**src/rtl/instruction_decode.sv**
```systemverilog
// LA32R ID stage: latches the IF handoff, decodes, resolves RAW hazards and branches, issues to EXE.
// Build option DEC_BYPASS_EN: operand forwarding from exe/mem/wb with load-use stall only.
module instruction_decode #(
  parameter logic [31:0] RESET_PC = 32'h1bfffffc
) (
  input  logic         clk,
  input  logic         reset,
  input  logic         fetch_to_dec_valid,
  input  logic [63:0]  fetch_to_decode_bus,
  output logic         dec_allowin,
  output logic [32:0]  branch_bus,
  input  logic         exe_allowin,
  output logic         dec_to_exe_valid,
  output logic [147:0] dec_to_exe_bus,
  output logic [4:0]   rf_raddr1,
  output logic [4:0]   rf_raddr2,
  input  logic [31:0]  rf_rdata1,
  input  logic [31:0]  rf_rdata2,
  input  logic [38:0]  exe_fwd_bus,
  input  logic [37:0]  mem_fwd_bus,
  input  logic [37:0]  wb_fwd_bus
);

  typedef struct packed {
    logic [11:0] alu_op;
    logic        mem_we;
    logic        res_from_mem;
    logic        gr_we;
    logic [4:0]  dest;
    logic [31:0] src1;
    logic [31:0] src2;
    logic [31:0] rkd_value;
    logic [31:0] pc;
  } exe_bundle_t;

  logic        dec_valid_q, dec_valid_d;
  logic [31:0] inst_q, inst_d;
  logic [31:0] pc_q, pc_d;
  logic        dec_ready_go;
  logic        br_taken;
  logic [31:0] br_target;

  always_ff @(posedge clk or posedge reset) begin
    if (reset) begin
      dec_valid_q <= 1'b0;
      inst_q      <= '0;
      pc_q        <= RESET_PC;
    end else begin
      dec_valid_q <= dec_valid_d;
      inst_q      <= inst_d;
      pc_q        <= pc_d;
    end
  end

  assign dec_allowin      = ~dec_valid_q | (dec_ready_go & exe_allowin);
  assign dec_to_exe_valid = dec_valid_q & dec_ready_go;

  // A taken branch kills whatever IF hands over in the same cycle.
  always_comb begin
    dec_valid_d = dec_valid_q;
    inst_d      = inst_q;
    pc_d        = pc_q;
    if (dec_allowin) dec_valid_d = fetch_to_dec_valid & ~br_taken;
    if (fetch_to_dec_valid & dec_allowin) {inst_d, pc_d} = fetch_to_decode_bus;
  end

  // ---------------- decode ----------------
  logic [4:0] rd, rj, rk;
  assign rd = inst_q[4:0];
  assign rj = inst_q[9:5];
  assign rk = inst_q[14:10];

  logic [16:0] op17;
  logic [9:0]  op10;
  logic [5:0]  op6;
  assign op17 = inst_q[31:15];
  assign op10 = inst_q[31:22];
  assign op6  = inst_q[31:26];

  logic i_add, i_sub, i_slt, i_sltu, i_nor, i_and, i_or, i_xor;
  logic i_slli, i_srli, i_srai, i_addi, i_lu12i, i_ld, i_st;
  logic i_jirl, i_b, i_bl, i_beq, i_bne;

  assign i_add   = op17 == 17'h00020;
  assign i_sub   = op17 == 17'h00022;
  assign i_slt   = op17 == 17'h00024;
  assign i_sltu  = op17 == 17'h00025;
  assign i_nor   = op17 == 17'h00028;
  assign i_and   = op17 == 17'h00029;
  assign i_or    = op17 == 17'h0002a;
  assign i_xor   = op17 == 17'h0002b;
  assign i_slli  = op17 == 17'h00081;
  assign i_srli  = op17 == 17'h00089;
  assign i_srai  = op17 == 17'h00091;
  assign i_addi  = op10 == 10'h00a;
  assign i_ld    = op10 == 10'h0a2;
  assign i_st    = op10 == 10'h0a6;
  assign i_lu12i = inst_q[31:25] == 7'h0a;
  assign i_jirl  = op6 == 6'h13;
  assign i_b     = op6 == 6'h14;
  assign i_bl    = op6 == 6'h15;
  assign i_beq   = op6 == 6'h16;
  assign i_bne   = op6 == 6'h17;

  logic is_3r, is_shift, is_si12, link, src2_rd, rj_used, r2_used;
  assign is_3r    = i_add | i_sub | i_slt | i_sltu | i_nor | i_and | i_or | i_xor;
  assign is_shift = i_slli | i_srli | i_srai;
  assign is_si12  = i_addi | i_ld | i_st;
  assign link     = i_jirl | i_bl;
  assign src2_rd  = i_st | i_beq | i_bne;
  assign rj_used  = is_3r | is_shift | is_si12 | i_jirl | i_beq | i_bne;
  assign r2_used  = is_3r | src2_rd;

  assign rf_raddr1 = rj;
  assign rf_raddr2 = src2_rd ? rd : rk;

  logic [31:0] imm_si12, imm_ui5, imm_si20, offs16, offs26;
  assign imm_si12 = {{20{inst_q[21]}}, inst_q[21:10]};
  assign imm_ui5  = {27'b0, inst_q[14:10]};
  assign imm_si20 = {inst_q[24:5], 12'b0};
  assign offs16   = {{14{inst_q[25]}}, inst_q[25:10], 2'b0};
  assign offs26   = {{4{inst_q[9]}}, inst_q[9:0], inst_q[25:10], 2'b0};

  // ---------------- hazards / operands ----------------
  function automatic logic hit(input logic v, input logic [4:0] d, input logic [4:0] r);
    return v && (d != 5'd0) && (d == r);
  endfunction

  logic rj_exe, rj_mem, rj_wb, r2_exe, r2_mem, r2_wb;
  assign rj_exe = hit(exe_fwd_bus[38], exe_fwd_bus[36:32], rf_raddr1);
  assign rj_mem = hit(mem_fwd_bus[37], mem_fwd_bus[36:32], rf_raddr1);
  assign rj_wb  = hit(wb_fwd_bus[37],  wb_fwd_bus[36:32],  rf_raddr1);
  assign r2_exe = hit(exe_fwd_bus[38], exe_fwd_bus[36:32], rf_raddr2);
  assign r2_mem = hit(mem_fwd_bus[37], mem_fwd_bus[36:32], rf_raddr2);
  assign r2_wb  = hit(wb_fwd_bus[37],  wb_fwd_bus[36:32],  rf_raddr2);

  logic [31:0] rj_value, rkd_value;

`ifdef DEC_BYPASS_EN
  // Youngest producer wins; a load still in exe has no data yet.
  always_comb begin
    rj_value = rf_rdata1;
    if (rj_exe)      rj_value = exe_fwd_bus[31:0];
    else if (rj_mem) rj_value = mem_fwd_bus[31:0];
    else if (rj_wb)  rj_value = wb_fwd_bus[31:0];
    if (rf_raddr1 == 5'd0) rj_value = '0;
  end

  always_comb begin
    rkd_value = rf_rdata2;
    if (r2_exe)      rkd_value = exe_fwd_bus[31:0];
    else if (r2_mem) rkd_value = mem_fwd_bus[31:0];
    else if (r2_wb)  rkd_value = wb_fwd_bus[31:0];
    if (rf_raddr2 == 5'd0) rkd_value = '0;
  end

  assign dec_ready_go = ~(exe_fwd_bus[37] & ((rj_used & rj_exe) | (r2_used & r2_exe)));
`else
  assign rj_value  = (rf_raddr1 == 5'd0) ? 32'h0 : rf_rdata1;
  assign rkd_value = (rf_raddr2 == 5'd0) ? 32'h0 : rf_rdata2;

  // Wait until no in-flight stage still owns a source register.
  assign dec_ready_go = ~((rj_used & (rj_exe | rj_mem | rj_wb)) |
                          (r2_used & (r2_exe | r2_mem | r2_wb)));

  logic unused_fwd;
  assign unused_fwd = ^{exe_fwd_bus[37], exe_fwd_bus[31:0], mem_fwd_bus[31:0], wb_fwd_bus[31:0]};
`endif

  // ---------------- branch ----------------
  logic rs_equal, br_cond;
  assign rs_equal  = rj_value == rkd_value;
  assign br_cond   = i_b | i_bl | i_jirl | (i_beq & rs_equal) | (i_bne & ~rs_equal);
  assign br_taken  = dec_valid_q & dec_ready_go & exe_allowin & br_cond;
  assign br_target = i_jirl ? (rj_value + offs16)
                            : (pc_q + ((i_b | i_bl) ? offs26 : offs16));
  assign branch_bus = {br_taken, br_taken ? br_target : 32'h0};

  // ---------------- issue bundle ----------------
  exe_bundle_t bnd;

  always_comb begin
    bnd = '0;
    bnd.alu_op[0]  = i_add | i_addi | i_ld | i_st | link;
    bnd.alu_op[1]  = i_sub;
    bnd.alu_op[2]  = i_slt;
    bnd.alu_op[3]  = i_sltu;
    bnd.alu_op[4]  = i_and;
    bnd.alu_op[5]  = i_nor;
    bnd.alu_op[6]  = i_or;
    bnd.alu_op[7]  = i_xor;
    bnd.alu_op[8]  = i_slli;
    bnd.alu_op[9]  = i_srli;
    bnd.alu_op[10] = i_srai;
    bnd.alu_op[11] = i_lu12i;
    bnd.mem_we       = i_st;
    bnd.res_from_mem = i_ld;
    bnd.gr_we        = is_3r | is_shift | i_addi | i_ld | i_lu12i | link;
    bnd.dest         = i_bl ? 5'd1 : rd;
    bnd.src1         = link ? pc_q : rj_value;
    if (link)          bnd.src2 = 32'd4;
    else if (is_si12)  bnd.src2 = imm_si12;
    else if (is_shift) bnd.src2 = imm_ui5;
    else if (i_lu12i)  bnd.src2 = imm_si20;
    else               bnd.src2 = rkd_value;
    bnd.rkd_value    = rkd_value;
    bnd.pc           = pc_q;
  end

  assign dec_to_exe_bus = bnd;

endmodule

```
**config.mk**
```make
export PLATFORM = sky130hd
export DESIGN_NAME = instruction_decode
export DESIGN_NICKNAME = d
export VERILOG_FILES = /design/src/rtl/instruction_decode.sv
export SDC_FILE = /design/constraint.sdc
export NUM_CORES = 1
export LEC_CHECK = 0
export ABC_AREA = 0
export CAP_MARGIN = 30
export CORE_AREA = 4 4 171 173
export CTS_BUF_LIST = sky130_fd_sc_hd__clkbuf_16
export DETAILED_ROUTE_END_ITERATION = 10
export DIE_AREA = 0 0 175 177
export PLACE_DENSITY = 0.68
export RECOVER_POWER = 50
export SYNTH_ARGS = -nofsm -noshare
export SYNTH_HDL_FRONTEND = slang
export SYNTH_SLANG_ARGS = --single-unit
```
**constraint.sdc**
```tcl
create_clock -name clk -period 10.3 [get_ports clk]
set_clock_uncertainty 0.2 [all_clocks]
set_input_delay 2.575 -clock clk [delete_from_list [all_inputs] [get_ports clk]]
set_output_delay 2.575 -clock clk [all_outputs]
set_load 0.01 [all_outputs]
```
## Word-level counts from Yosys, hierarchy flattened

Cells that the tools add are included.

| operators by class | value |
|---|---|
| reduce and logical (&&, ||, !) cells | 14 |
| equal/unequal tests | 27 |
| mux-type cells | 12 |
| add/sub/neg operators | 2 |
| bitwise logic cells | 52 |

Operator list:

| cell | number |
|---|---|
| $mux 32 | 10 |
| $eq 17x6->1 const B | 8 |
| $add 32x32->32 | 2 |
| $eq 17x8->1 const B | 3 |
| $or 1x1->1 | 38 |
| $eq 32x32->1 | 1 |
| $eq 5x5->1 | 6 |
| $eq 6x5->1 const B | 5 |
| $eq 10x8->1 const B | 2 |
| $reduce_bool 5->1 | 3 |
| $and 1x1->1 | 10 |
| $eq 10x4->1 const B | 1 |
| $logic_not 5->1 | 2 |
| $mux 5 | 2 |
| $logic_and 1x1->1 | 9 |
| $eq 7x4->1 const B | 1 |
| $not 1->1 | 4 |

| storage, ports and cells | value |
|---|---|
| register bits after elaboration | 65 |
| word-level logic and storage cells | 110 |
| bits of input ports | 247 |
| output and inout bits | 193 |

## Logic depth before layout (Yosys ltp)

Gate-level depths: netlist (run 1).

| depth | value |
|---|---|
| depth in word-level cells | 21 |
| mapped depth | 17 |
| gate-level depth less buffers | 14 |

## Worst setup path after synthesis (run 1)

No wires, ideal clock.

| timing | value |
|---|---|
| path type | input-to-output |
| start point | input port mem_fwd_bus[33] |
| end point | output port branch_bus[10] |
| stages | 11 |
| data required time | 7.525 ns |
| setup slack | 2.565 ns |
| data arrival time | 4.960 ns |
| buffers on the path | 2 |
| path through | or4_1 o21ai_0 nor4_1 nor3_1 a21oi_1 nor3_1 a31oi_1 or4b_1 buf_2 buf_2 nor2_1 |

| on the way | value |
|---|---|
| cells in the longest elaborated chain, start to end | 12 |
| elaborated cells between the ends (all ways) | 18 |
| those cells by class | eq/ne (2); mux (1); bitwise (11); reduce/logical (4) |

Ends and longest elaborated chain:

| item | line | source |
|---|---|---|
| start: declaration | 20 | `input logic [37:0] mem_fwd_bus,` |
| $reduce_bool 5->1 | 126 | `return v && (d != 5'd0) && (d == r);` |
| $logic_and 1x1->1 (2 in series) | 126 |  |
| $or 1x1->1 (on tied branches) (2 in series) | 163, 164 |  |
| $and 1x1->1 (on tied branches) | 163, 164 |  |
| $or 1x1->1 (*) | 163 | `assign dec_ready_go = ~((rj_used & (rj_exe \| rj_mem \| rj_wb)) \|` |
| $not 1->1 (*) | 163 |  |
| $and 1x1->1 (*) (3 in series) | 174 | `assign br_taken = dec_valid_q & dec_ready_go & exe_allowin & br_cond;` |
| $mux 32 (*) | 177 | `assign branch_bus = {br_taken, br_taken ? br_target : 32'h0};` |
| end: declaration | 11 | `output logic [32:0] branch_bus,` |

Every way passes the cells marked *; elsewhere a longest branch is shown, timed or not.

## Final worst setup path (run 1)

| timing | value |
|---|---|
| start point | input port mem_fwd_bus[34] |
| end point | output port branch_bus[4] |

The elaborated chain is that of the path after synthesis.

==> results of run 1 <==
[cell families (layout without fill, tap and decap cells)]
group	Yosys count	after routing
AO/OA/AOI/OAI	327	327
XOR/XNOR	85	85
adder cells (fa/ha/maj)	60	60
buffers and inverters	98	392
flip-flops	65	65
multiplexers	118	118
other	0	2
AND/OR/NAND/NOR	426	426
[routing by layer]
layer,track usage,vias to the layer above
met1,0.331,5055
met2,0.448,496
met5,0,-
li1,-,4921
met3,0.0534,67
met4,0.0766,2
[how the worst max path moves through the flow]
stage / from / endpoint / slack (ns) / depth (start not counted)
6_report: mem_fwd_bus[34] / branch_bus[4] / 0.70 / 12
5_1_grt: mem_fwd_bus[34] / branch_bus[4] / 0.42 / 12
4_1_cts: wb_fwd_bus[34] / branch_bus[4] / 0.81 / 12
3_5_place_dp: wb_fwd_bus[33] / branch_bus[4] / 0.85 / 12
3_3_place_gp: wb_fwd_bus[34] / branch_bus[4] / 0.86 / 12
2_1_floorplan: mem_fwd_bus[33] / branch_bus[10] / 2.56 / 11
[state kept, by name, indices dropped and copies added (netlist names)]
signal	count
pc_q	32
dec_valid_q	1
inst_q	32
[worst max-delay path: stages]
cell,delay (ns)
dlygate4sd3_1,0.61
or4_1,0.51
o21ai_0,0.22
nor4_1,0.10
nor3_1,0.45
a21oi_1,0.11
nor3_1,0.22
a31oi_1,0.09
or4b_1,0.55
buf_4,0.29
a211oi_1,0.43
clkdlybuf4s50_1,0.65
[power groups by stage]
stage	logic (mW)	registers, mW	clock network [mW]
after global routing	1.18	0.396	0.372
after floorplan	0.697	0.364	0
after global placement	1.06	0.395	0
final	1.08	0.391	0.357
after CTS	1.08	0.392	0.364
after detailed placement	1.08	0.396	0
[synthesized netlist by cell type (4+ instances only)]
cell         n  area [µm²]
or3_1       10        62.6
nand2b_1    10        62.6
nand3_1     25         125
clkbuf_1    40         150
buf_6        4        45.0
xnor2_1     54         473
o31ai_1      4        30.0
a22oi_1     12        90.1
a21oi_1    105         526
xor2_1      31         272
or4_1        7        52.6
a21o_1      37         278
nor3_1      43         215
dfstp_2     26         683
nand4_1     10        62.6
o21ai_0     56         280
o21a_1       7        52.6
nor4bb_1    17         170
and3_1      12        75.1
dfrtp_1     39         976
a31oi_1     24         150
buf_2       11        55.1
buf_4       20         150
a211oi_1    11        82.6
mux2i_1      6        60.1
o21bai_1     7        52.6
nor2_1     112         420
nand2_1     67         251
o211ai_1     7        52.6
buf_1        6        22.5
ha_1        58         726
o22ai_1      9        56.3
a2111oi_0    4        35.0
o31a_1      18         158
and2_1      71         444
nor2b_1      9        56.3
nor3b_1      4        30.0
nor4_1       7        43.8
mux2_1      15         169
inv_1       15        56.3
mux2_2      97        1090
[per-stage QoR]
| step | power, mW | hold slack (ns) | instance area (µm²) | std cells | setup slack [ns] |
|---|---|---|---|---|---|
| after detailed placement | 1.47 | 0.367 | 13000 | 1834 | 0.853 |
| final | 1.83 | 0.381 | 13300 | 1853 | 0.695 |
| after CTS | 1.84 | 0.383 | 13300 | 1850 | 0.810 |
| after floorplan | 1.06 | 0.328 | 9370 | 1179 | 2.56 |
| after global routing | 1.95 | 0.399 | 13300 | 1851 | 0.422 |
| after global placement | 1.46 | 0.348 | 13000 | 1832 | 0.857 |
[layout make-up]
class	instances	area [µm²]
fillers	2720	14300
inverters	17	63.8
diodes	2	5.00
clock inverters	7	95.1
multi-input cells	1016	7220
flip-flops and latches	65	1660
clock buffers	9	225
well taps	378	473
repair buffers	359	3550
==> summary.md, run 1 <==
Timing
• remaining max-slew budget at the tightest pin: -1.55
• slew at the pin closest to its max-slew limit: 3.82 ns
• final critical path time including I/O delays and setup: 9.60 ns
• maximum frequency from static timing analysis: 104 MHz
• unrepaired setup endpoints after global routing: no
• Post-Route Setup TNS: 0 ns
• fin. max-slew vios: 128
• Period Utilization, post-route: 0.932
• setup-violating endpoint count in the final report: 0
• number of hold violations in the final report: 0

Drt
• vias per inst: 5.69
• DR WL met3: 3560 µm
• top layer reached by signal wires: met5
• residual DRC count: 0
• average wire per standard cell: 22.8 µm
• number of violations reported at the end of detailed-routing iteration 0: 872
• router iterations before antenna repair: 6
• DRT antenna net count: 0
• count of vias placed by the detailed router: 10500
• met2 wire length: 20300 µm
• Final Routed Wirelength: 42300 µm
• met1 wire length: 17400 µm

Yosys
• post-synth design cell area: 9370 µm²
• share of the synthesized area in compound gates (AO/OA/AOI/OAI): 0.224
• primary flip-flop cell chosen by synthesis mapping: dfrtp_1
• Synth Area in XOR/XNOR: 0.0795
• total number of yosys warnings: 0
• per-instance average area after synthesis: 7.94 µm²
• basic-gate share of the synthesized area counting and, or, nand and nor cells: 0.245
• Synth async-reset ratio: 1.00
• proportion of synthesized chip area in sequential cells: 0.177
• Synth Net Count: 1486
• Distinct cells, synth: 74
• mux contribution to synthesized area: 0.141
• EDFF count, synth: 0
• post-synthesis register bit count: 65
• dominant combinational cell family by area after synthesis: simple AND/OR/NAND/NOR gates
• Gate Count Post-Synth: 1179
• post-synthesis adder-cell area fraction: 0.0818

Power and ir drop
• share of total power consumed by net switching: 0.429
• fraction of power consumed by sequential logic: 0.213
• worst-case vdd ir drop: 0.0601 mV
• internal power: 1.05 mW
• clock network power share: 0.195
• switching power of the nets: 0.786 mW
• P_leak: 5.31 nW
• power share of the combinational group: 0.592
• power per cell area: 138 nW/µm²

Floorplan
• vertical die dimension: 177 µm
• Core Box Area: 27600 µm²
• I/O Pins: 440
• initial core utilization: 0.339
• width of the chip: 175 µm
• row count: 61
• DIE AREA: 31000 µm²

Clock network
• clk buf depth: 2
• total CTS buffers: 9
• buffer type at the clock tree root: clkbuf_16
• clk slew on worst S/H paths: 0.07 ns
• Clock Sink Count: 65
• number of cells upsized or downsized after cts: 0
• Post-CTS Setup Inserts: 0
• clock tree from TritonCTS: yes
• H-tree depth: 3
• hold bufs inserted after CTS: 0
• insertion delay to the later sink of the worst-skew pair: 0.35 ns

Cells and area
• layout overhead on the synthesized area: 41.9%
• most common cell after layout, fill and taps aside: clkdlybuf4s50_1
• fraction of layout instances using a drive strength above 1: 0.117
• commonest cells after routing, fill and taps aside: clkdlybuf4s50_1 (285), nor2_1 (112), a21oi_1 (105), mux2_2 (97), and2_1 (70)
• Util after Layout: 0.481
• number of nets in the layout: 1775

Setup path
• critical path startpoint category: input pin
• type of the worst setup path: input pin to primary output
• largest fanout of any net on the critical path: 33
• data required time at the worst endpoint: 7.53 ns
• Worst Path Arrival: 6.83 ns
• number of cells traversed by the worst register-to-register path: 10
• worst reg2reg startpoint: inst_q[26]
• Critical Path End Type: primary output
• destination of the worst register-to-register timing path: pc_q[1]
• R2R setup slack: 3.62 ns

GRT
• pin count of the biggest net entering global routing: 66
• residual overflow from global routing: 0
• initial antenna violation count: 2
• global-route usage over all layers: 0.261
• vias in the first global route: 10300
• wire length of the first global-routing pass: 62500 µm

Place
• final HPWL from detailed placement: 33200 µm
• number of input and output port buffers inserted: 342
• final weighted congestion of routability-driven global placement: 0.942

Worst hold path
• classification of the worst-slack hold path: flop to flop
• worst hold stages: 1
• Hold Crit Endpoint: pc_q[0]
• hold path start: pc_q[0]

Run status
• failing checks: max-capacitance violations, max-slew violations
• outcome: finished with violations

Run
• number of max-capacitance violations reported: 2

No activity file was read; power rests on OpenSTA's default activity.
==> run 2: changes to the inputs <==
--- a/config.mk
+++ b/config.mk
@@ -5,13 +5,14 @@
 export SDC_FILE = /design/constraint.sdc
 export NUM_CORES = 1
 export LEC_CHECK = 0
-export ABC_AREA = 0
+export ABC_AREA = 1
 export CAP_MARGIN = 30
-export CORE_AREA = 4 4 171 173
+export CORE_AREA = 5 5 168 170
 export CTS_BUF_LIST = sky130_fd_sc_hd__clkbuf_16
+export CTS_CLUSTER_SIZE = 20
 export DETAILED_ROUTE_END_ITERATION = 10
-export DIE_AREA = 0 0 175 177
-export PLACE_DENSITY = 0.68
+export DIE_AREA = 0 0 173 175
+export PLACE_DENSITY = 0.71
 export RECOVER_POWER = 50
 export SYNTH_ARGS = -nofsm -noshare
 export SYNTH_HDL_FRONTEND = slang
==> run 2 against run 1 <==
  * The run still ends with max-capacitance violations, max-slew violations left
  * Clock power down 17%
  * Routed wire length up 9.2%
  * Utilization up 1.6 points
  * Sequential power about the same
  * Sequential share of layout area up 0.069 points
  * Clock-buffer cell count unchanged
  * Flip-flop and latch count unchanged
  * Die area down 2.3%
  * Register-to-register slack worse by 0.16 ns
  * Hold slack worse by 0.087 ns
  * Critical endpoint is now branch_bus[28]
==> summary.md, run 2 <==
Power and ir drop
• power per cell area: 132 nW/µm²
• P_leak: 6.61 nW
• worst-case vdd ir drop: 0.118 mV

Floorplan
• row count: 60
• width of the chip: 173 µm
• I/O Pins: 440
• DIE AREA: 30300 µm²
• initial core utilization: 0.355
• vertical die dimension: 175 µm
• Core Box Area: 26600 µm²

Yosys
• synth top area cells: nand2_1 (23%), dfrtp_1 (10%), ha_1 (7.7%)
• most common cell in the netlist: nand2_1
• post-synthesis register bit count: 65
• share of the synthesized area in compound gates (AO/OA/AOI/OAI): 0.178
• post-synth design cell area: 9430 µm²
• proportion of synthesized chip area in sequential cells: 0.176
• Distinct cells, synth: 53
• total number of yosys warnings: 0
• post-synthesis adder-cell area fraction: 0.0812
• mux contribution to synthesized area: 0.00212
• Commonest cells post-synth: nand2_1 (566), inv_1 (186), nor2_1 (168), nand3_1 (125), a21oi_1 (107)
• per-instance average area after synthesis: 5.70 µm²
• primary flip-flop cell chosen by synthesis mapping: dfrtp_1
• EDFF count, synth: 0
• area share of the leading cell type in the synthesized netlist: 0.225
• Synth async-reset ratio: 1.00
• dominant combinational cell family by area after synthesis: simple AND/OR/NAND/NOR gates
• Synth Area in XOR/XNOR: 0.0446
• Synth Net Count: 1961
• Gate Count Post-Synth: 1654
• basic-gate share of the synthesized area counting and, or, nand and nor cells: 0.397
• library cell with the largest summed area after synthesis: nand2_1

Setup path
• Worst Path Arrival: 6.42 ns
• type of the worst setup path: input pin to primary output
• R2R setup slack: 3.46 ns
• worst reg2reg startpoint: inst_q[18]
• number of cells traversed by the worst register-to-register path: 14
• standard cell with the maximum stage delay on the critical path: clkdlybuf4s50_1
• delay of the slowest cell on the worst path: 0.55 ns
• largest fanout of any net on the critical path: 4
• cell class contributing the biggest share of worst-path delay: buffers and inverters
• data required time at the worst endpoint: 7.53 ns
• destination of the worst register-to-register timing path: inst_q[15]
• critical path startpoint category: input pin
• Critical Path End Type: primary output
• crit-path most repeated cell: nand2_1
• cell-by-cell listing of the critical path: clkdlybuf4s50_1, nand2_1, inv_1, ha_1, fa_1, nand3_1, nand3_1, a31oi_1, o21ai_0, a21boi_0, buf_4, inv_1, a21oi_1, o21ai_0, nand2_1, nand2_1, xor2_1, nand2_1, o21ai_0, nor2_1, clkdlybuf4s50_1
• combined buffer and inverter count along the critical path: 5

Timing
• slew at the pin closest to its max-slew limit: 3.50 ns
• final setup slack of the worst path: 1.10 ns
• maximum frequency from static timing analysis: 109 MHz
• fin. max-slew vios: 198
• unrepaired setup endpoints after global routing: no
• setup-violating endpoint count in the final report: 0
• Post-Route Setup TNS: 0 ns
• final critical path time including I/O delays and setup: 9.20 ns
• Period Utilization, post-route: 0.893
• remaining max-slew budget at the tightest pin: -1.33
• number of hold violations in the final report: 0

Clock network
• clk slew on worst S/H paths: 0.06 ns
• H-tree depth: 3
• buffer type at the clock tree root: clkbuf_16
• number of cells upsized or downsized after cts: 0
• clk buf depth: 2
• total CTS buffers: 9
• Clock Sink Count: 65
• insertion delay to the later sink of the worst-skew pair: 0.33 ns
• hold bufs inserted after CTS: 0
• clock tree from TritonCTS: yes
• Post-CTS Setup Inserts: 0

Cells and area
• number of nets in the layout: 2246
• layout overhead on the synthesized area: 40.1%
• antenna cell count: 0
• commonest cells after routing, fill and taps aside: nand2_1 (567), clkdlybuf4s50_1 (291), inv_1 (187), nor2_1 (169), nand3_1 (126)
• largest registers: inst_q x32, pc_q x32, dec_valid_q x1
• most common cell after layout, fill and taps aside: nand2_1
• fraction of layout instances using a drive strength above 1: 0.0391

Place
• number of input and output port buffers inserted: 342
• final HPWL from detailed placement: 37300 µm
• Setup WS pre-CTS: 1.11 ns
• final weighted congestion of routability-driven global placement: 0.997

Run status
• failing checks: max-capacitance violations, max-slew violations
• outcome: finished with violations

Drt
• average wire per standard cell: 20.2 µm
• number of violations reported at the end of detailed-routing iteration 0: 1127
• Final Routed Wirelength: 46200 µm
• DRT antenna net count: 0
• residual DRC count: 0
• vias per inst: 5.33
• router iterations before antenna repair: 5
• count of vias placed by the detailed router: 12200

GRT
• vias in the first global route: 11500
• global-route usage over all layers: 0.290
• pin count of the biggest net entering global routing: 77
• residual overflow from global routing: 0
• wire length of the first global-routing pass: 69400 µm
• initial antenna violation count: 2

Worst hold path
• Hold Crit Endpoint: pc_q[4]
• worst hold stages: 2
• hold path start: pc_q[4]
• classification of the worst-slack hold path: flop to flop

Run
• number of max-capacitance violations reported: 3

==> run 2: cell count changes after synthesis, sizes merged, moves of 42 or more <==
| cell | previous run | this run |
|---|---|---|
| nor2 | 113 | 173 |
| mux2 | 112 | 0 |
| nand3 | 25 | 128 |
| o21ai | 59 | 101 |
| and2 | 71 | 1 |
| nand2 | 68 | 576 |
| inv | 17 | 190 |
==> run 2: kinds of logic after synthesis <==
group / after synthesis
xor+xnor: 48
flops: 65
fa+ha+maj: 60
simple gates: 914
compound gates: 291
buf+inv: 274
mux: 2
==> run 2: report_power, final <==
| part | switching, mW | internal (mW) |
|---|---|---|
| Combinational | 0.626 | 0.438 |
| Sequential | 0.0886 | 0.300 |
| Clock | 0.111 | 0.184 |
| Total | 0.825 | 0.923 |
==> run 2: final cells by class <==
class                      count  area [µm²]
fill                        2832       13400
multi-input combinational   1315        6610
timing repair buffer         358        3520
sequential                    65        1660
inverter                     190         713
tap                          341         427
clock buffer                   9         225
clock inverter                 7        62.6
==> run 2: tightest hold or removal path: stages, from the launching register on <==
cell and delay, ns:
dfstp_2 0.39, nand2_1 0.06, nand2_1 0.04
==> run 2: worst max-delay path by stage <==
stage | from | to | slack [ns] | cells after the start
2_1_floorplan | rf_rdata1[2] | branch_bus[28] | 2.43 | 18
3_3_place_gp | rf_rdata1[2] | branch_bus[26] | 1.16 | 19
3_5_place_dp | rf_rdata1[2] | branch_bus[26] | 1.11 | 19
4_1_cts | rf_rdata1[2] | branch_bus[26] | 1.11 | 19
5_1_grt | rf_rdata1[2] | branch_bus[26] | 0.82 | 19
6_report | rf_rdata1[2] | branch_bus[28] | 1.10 | 21
==> run 2: per-stage QoR <==
stage           util  hold WS [ns]  cells  power [mW]  cell area, µm²
4_1_cts        0.499         0.291   2285        1.76           13300
6_report       0.497         0.294   2285        1.75           13200
3_3_place_gp   0.488         0.283   2269        1.45           13000
2_1_floorplan      -         0.264   1654       0.988            9430
5_1_grt        0.497         0.322   2285        1.87           13200
3_5_place_dp   0.488         0.283   2269        1.45           13000
==> run 2: layer usage <==
layer  GRT usage  up-vias  routed length [µm]
met5           0        -                  20
met4      0.0974        4                1550
met3      0.0457       82                3610
met2       0.465      584               20400
met1       0.400     5574               20600
li1            -     5926                   -
